File: src/rtl/adder_seq_pkg.sv
// ----------------------------------------------------------------------------
// adder_seq_pkg
//   Shared constants for the slice-serial adder/subtractor and its bench:
//   the controller state encoding and the helper that sizes the slice-index
//   counter.
// ----------------------------------------------------------------------------
package adder_seq_pkg;

  typedef enum logic {
    ST_IDLE = 1'b0,
    ST_RUN  = 1'b1
  } state_t;

  // Width of a counter indexing n slices; a single slice still needs one bit.
  function automatic int idx_width(input int n);
    return (n > 1) ? $clog2(n) : 1;
  endfunction

endpackage

File: src/rtl/adder_slice.sv
// ----------------------------------------------------------------------------
// adder_slice
//   Purely combinational SLICE-bit ripple adder used once per cycle by
//   adder_seq.
//   Ports:
//     s     out SLICE  slice sum
//     c_out out 1      carry out of the slice MSB
//     c_msb out 1      carry into the slice MSB (used for signed overflow)
//     a, b  in  SLICE  slice operands (b already inverted for subtract)
//     c_in  in  1      carry into the slice LSB
// ----------------------------------------------------------------------------
module adder_slice #(
  parameter int SLICE = 8
) (
  output logic [SLICE-1:0] s,
  output logic             c_out,
  output logic             c_msb,
  input  logic [SLICE-1:0] a,
  input  logic [SLICE-1:0] b,
  input  logic             c_in
);

  logic [SLICE:0] w_sum;

  assign w_sum = {1'b0, a} + {1'b0, b} + {{SLICE{1'b0}}, c_in};
  assign s     = w_sum[SLICE-1:0];
  assign c_out = w_sum[SLICE];
  // The sum bit at the MSB is a ^ b ^ carry-in, so the carry-in falls out by
  // XOR-ing the operands back off; this also works when SLICE is 1.
  assign c_msb = w_sum[SLICE-1] ^ a[SLICE-1] ^ b[SLICE-1];

endmodule

File: src/rtl/adder_seq.sv
// ----------------------------------------------------------------------------
// adder_seq
//   Slice-serial WIDTH-bit adder/subtractor. Operands are captured on start
//   and added SLICE bits per cycle, LSB slice first, over N = WIDTH/SLICE
//   cycles with the carry chained through a register.
//   Ports:
//     clk    in  1      clock, rising edge
//     rst    in  1      synchronous active-high reset
//     start  in  1      request, sampled only while idle
//     a, b   in  WIDTH  operands, sampled with start
//     c_in   in  1      carry-in (add) / borrow-in (subtract)
//     sub    in  1      0 = add, 1 = subtract
//     busy   out 1      operation in progress
//     done   out 1      one-cycle pulse, results valid
//     s      out WIDTH  sum / difference (held until next completion)
//     c_out  out 1      carry out of MSB (subtract: 1 = no borrow)
//     v      out 1      signed overflow
// ----------------------------------------------------------------------------
module adder_seq
  import adder_seq_pkg::*;
#(
  parameter int WIDTH = 32,
  parameter int SLICE = 8
) (
  input  logic             clk,
  input  logic             rst,
  input  logic             start,
  input  logic [WIDTH-1:0] a,
  input  logic [WIDTH-1:0] b,
  input  logic             c_in,
  input  logic             sub,
  output logic             busy,
  output logic             done,
  output logic [WIDTH-1:0] s,
  output logic             c_out,
  output logic             v
);

  localparam int N  = WIDTH / SLICE;
  localparam int IW = idx_width(N);
  localparam logic [IW-1:0] LAST_IDX = IW'(N - 1);

  state_t           r_state;
  state_t           w_state_next;
  logic [IW-1:0]    r_idx;
  logic [WIDTH-1:0] r_a;
  logic [WIDTH-1:0] r_b;
  logic [WIDTH-1:0] r_acc;
  logic [WIDTH-1:0] r_s;
  logic             r_carry;
  logic             r_c_out;
  logic             r_v;
  logic             r_done;

  logic [SLICE-1:0] w_ss;
  logic             w_sc;
  logic             w_smsb;
  logic [WIDTH-1:0] w_acc_next;
  logic             w_last;

  // Operands are shifted right each cycle so the active slice is always in
  // the low bits; no variable part-selects are needed.
  adder_slice #(
    .SLICE (SLICE)
  ) u_slice (
    .s     (w_ss),
    .c_out (w_sc),
    .c_msb (w_smsb),
    .a     (r_a[SLICE-1:0]),
    .b     (r_b[SLICE-1:0]),
    .c_in  (r_carry)
  );

  // Partial results enter at the top and shift down; after N slices the
  // first slice has reached bit 0. Works unchanged when N is 1.
  assign w_acc_next = (r_acc >> SLICE) | (WIDTH'(w_ss) << (WIDTH - SLICE));
  assign w_last     = (r_idx == LAST_IDX);

  always_comb begin
    w_state_next = r_state;
    case (r_state)
      ST_IDLE: if (start)  w_state_next = ST_RUN;
      ST_RUN:  if (w_last) w_state_next = ST_IDLE;
      default:             w_state_next = ST_IDLE;
    endcase
  end

  always_ff @(posedge clk) begin
    if (rst) begin
      r_state <= ST_IDLE;
      r_idx   <= '0;
      r_a     <= '0;
      r_b     <= '0;
      r_acc   <= '0;
      r_s     <= '0;
      r_carry <= 1'b0;
      r_c_out <= 1'b0;
      r_v     <= 1'b0;
      r_done  <= 1'b0;
    end else begin
      r_state <= w_state_next;
      r_done  <= 1'b0;
      if (r_state == ST_IDLE) begin
        if (start) begin
          // Subtract is a + ~b + ~c_in, so invert once at capture time.
          r_a     <= a;
          r_b     <= sub ? ~b : b;
          r_carry <= c_in ^ sub;
          r_idx   <= '0;
          r_acc   <= '0;
        end
      end else begin
        r_a     <= r_a >> SLICE;
        r_b     <= r_b >> SLICE;
        r_carry <= w_sc;
        r_acc   <= w_acc_next;
        if (w_last) begin
          // Only the completed word is published; s never shows partials.
          r_idx   <= '0;
          r_s     <= w_acc_next;
          r_c_out <= w_sc;
          r_v     <= w_smsb ^ w_sc;
          r_done  <= 1'b1;
        end else begin
          r_idx <= r_idx + 1'b1;
        end
      end
    end
  end

  assign busy  = (r_state == ST_RUN);
  assign done  = r_done;
  assign s     = r_s;
  assign c_out = r_c_out;
  assign v     = r_v;

endmodule
File: config.mk
export PLATFORM = sky130hd
export DESIGN_NAME = adder_seq
export DESIGN_NICKNAME = d
export VERILOG_FILES = /design/src/rtl/adder_seq_pkg.sv /design/src/rtl/adder_slice.sv /design/src/rtl/adder_seq.sv
export SDC_FILE = /design/constraint.sdc
export NUM_CORES = 1
export LEC_CHECK = 0
export CAP_MARGIN = 0
export CORE_ASPECT_RATIO = 1.1
export CORE_MARGIN = 3
export CORE_UTILIZATION = 40
export DETAILED_ROUTE_END_ITERATION = 8
export SLEW_MARGIN = 30
export SYNTH_ARGS = -nofsm -noshare
export SYNTH_HDL_FRONTEND = slang
export SYNTH_SLANG_ARGS = --single-unit
File: constraint.sdc
create_clock -name clk -period 2.55 [get_ports clk]
set_input_delay 0.3825 -clock clk [delete_from_list [all_inputs] [get_ports clk]]
set_output_delay 0.3825 -clock clk [all_outputs]
set_load 0.05 [all_outputs]
==> impl_metrics.toml <==
[run_status]
outcome = "completed"

[timing]
fmax_mhz = 436.3
max_slew_margin_pct = 39.79
tns_ns = 0
worst_slew_pin_slew_ns = 0.9031
clock_skew_ns = 0.004527
maxSlewViolCount = 0
hold_viol = 0
rsz0062_at_grt = "no"
setup_viol = 0
finalCriticalPeriod_ns = 2.292
period_share_pct = 89.89

[synthesis]
synth_top_area_cell = "dfxtp_1"
synth_area_per_cell_um2 = 8.209
ys.flop_type = "dfxtp_1"
yosysWarnings = 0
syn_nets = 760
netlist.area_leader.share_pct = 45.48
synth_xor_area_share_pct = 5.797
ys_seq_area_share_pct = 45.48
ys_ff_latch = 127
synthMuxAreaShare_pct = 5.730
synth_compound_area_share_pct = 17.19
synth-edff-count = 0
synthArstFlopShare_pct = 0
synth_cell_types = 39
yosys.area_share.simple_pct = 18.93
synthCells = 681
syn_area_mm2 = 0.005590
synth_fa_ha_area_share_pct = 2.507
synth_top_family_by_area = "simple AND/OR/NAND/NOR gates"
netlist_top_cells_area = "dfxtp_1 (45%), nor2_1 (9.9%), a21oi_1 (9.8%)"

[finish]
syn_to_final_growth_pct = 30.10
n_antenna_cell = 0
post-route-util_pct = 54.14
fin_area_mm2 = 0.007273
final_net_count = 839
layout_commonest_cell = "nor2_1"
layout_common_cells = "nor2_1 (147), dfxtp_1 (126), a21oi_1 (109)"
drive_above_1_share_pct = 6.080

[cts]
cts_buffers = 17
clk_pin_slew_worst_paths_ns = 0.05
cts_sinks = 127
post_cts_buffers = 0
ctsResizeCount = 0
clock-root-buffer = "clkbuf_16"
postCtsHoldBufs = 0
htree_levels = 4
cts_tree = "done"
cts_max_path_buffers = 2
insertion_delay_ns = 0.41

[floorplan]
die-area_mm2 = 0.01543
die_h_um = 130.0
coreArea_mm2 = 0.01343
initial_core_util_pct = 41.62
die_w_um = 118.7
io_pins = 105
num_rows = 44

[worst_hold_path]
hold_class = "in -> reg"
whs_endpoint = "v"
hold_start = "rst"
min_path_cells = 3

[route]
routedWlPerCell_um = 13.65
dr.pass1.iters = 5
final_antenna_net_count = 0
vias = 4692
vias_per_cell = 4.903
drcViolationCount = 0
drt_iter0_markers = 294
wirelength_mm = 13.07

[power_and_ir_drop]
power_density_mw_per_mm2 = 676.0
peakVddDrop_uv = 338.2
p_leak_nw = 2.697

[placement]
gp_congestion = 0.9048
portBuffers = 104
placed_cell_area_mm2 = 0.006728
hpwlAfterDp_mm = 9.152

[grt]
grt_max_degree = 101
grt_overflow_total = 0
grt_use_total_pct = 17.40
grt_pass1_vias = 4427
grt_pass1_wl_mm = 21.34
antenna_found_initial = 0

[setup_path]
r2r-start = "r_a[0]"
cp_max_fo = 3
reg2reg_slack_ns = 0.26
cp-start-kind = "register"
critPathRequiredTime_ns = 2.83
critical_path_class = "reg -> reg"
arrival_ns = 2.57
end_kind = "register"
worstRegToRegCells = 8
r2r-end = "v"

[job]
drv_cap = 0
==> cell families (layout without fill, tap and decap cells) <==
| family | Yosys count | count (layout) |
|---|---|---|
| flops | 127 | 127 |
| mux | 32 | 32 |
| simple gates | 248 | 248 |
| compound gates | 164 | 164 |
| fa+ha+maj | 10 | 10 |
| xor+xnor | 37 | 37 |
| buf+inv | 63 | 155 |
==> worst max-delay path by stage <==
| stage | endpoint | slack, ns | startpoint |
|---|---|---|---|
| floorplan | v | 0.50 | r_a[0] |
| global placement | v | 0.38 | r_a[0] |
| detailed placement | v | 0.29 | r_a[0] |
| CTS | v | 0.27 | r_a[0] |
| global route | v | 0.15 | r_a[0] |
| finish | v | 0.26 | r_a[0] |
==> Yosys cell counts (all sizes together), types with 2 or more instances <==
master	instances
buf	14
xnor2	36
inv	7
mux2i	32
nand2	63
ha	8
fa	2
o21a	2
nand3b	2
nor3b	23
or3b	2
a211oi	36
clkbuf	42
o211ai	2
dfxtp	127
nor2	147
nor3	4
a21oi	109
o41ai	2
o21ai	5
==> cell type report <==
cell class | count | area, um2
fillers | 1356 | 6160
clock inverters | 7 | 60.06
repair buffers | 116 | 1121
clock buffers | 25 | 485.5
flip-flops and latches | 127 | 2546
well taps | 184 | 230.2
multi-input cells | 491 | 2804
inverters | 7 | 26.28
==> where the power goes <==
group	internal (mW)	switching, mW	total [mW]
Clock	1.40	0.804	2.21
Combinational	0.276	0.301	0.577
Sequential	2.07	0.0598	2.13
Total	3.75	1.17	4.92
==> sequential cells by signal (all words and copies together) (netlist names) <==
signal and count:
c_out 1, s 32, r_a 32, r_acc 24
r_carry 1, v 1, busy 1, done 1
r_b 32, r_idx 2
==> through the flow <==
stage                     std cells  power, mW  hold WS [ns]  worst slack [ns]
after detailed placement        925      2.751        0.4440            0.2929
after CTS                       957      4.979        0.2781            0.2686
after floorplan                 681      2.539        0.4271            0.4955
final                           957      4.916        0.3036            0.2578
after global routing            957      5.129        0.2970            0.1491
after global placement          925      2.738        0.4433            0.3842
==> critical path, stage by stage, from the launching register on <==
cell and delay, ns:
dfxtp_1 0.36, fa_1 0.25, inv_1 0.07, fa_1 0.42
or2b_1 0.26, a211o_1 0.30, and3_1 0.18, o221ai_1 0.20
o311ai_1 0.13
==> per-layer routing <==
| metal | wire length, um | global-route usage, % | part of all wire, % |
|---|---|---|---|
| met1 | 5737 | 20.81 | 44 |
| met5 | 0 | 0 | 0 |
| met2 | 6285 | 29.26 | 48 |
| met4 | 423 | 9.202 | 3.2 |
| met3 | 619 | 4.161 | 4.7 |
(Power assumes the default switching activity.)
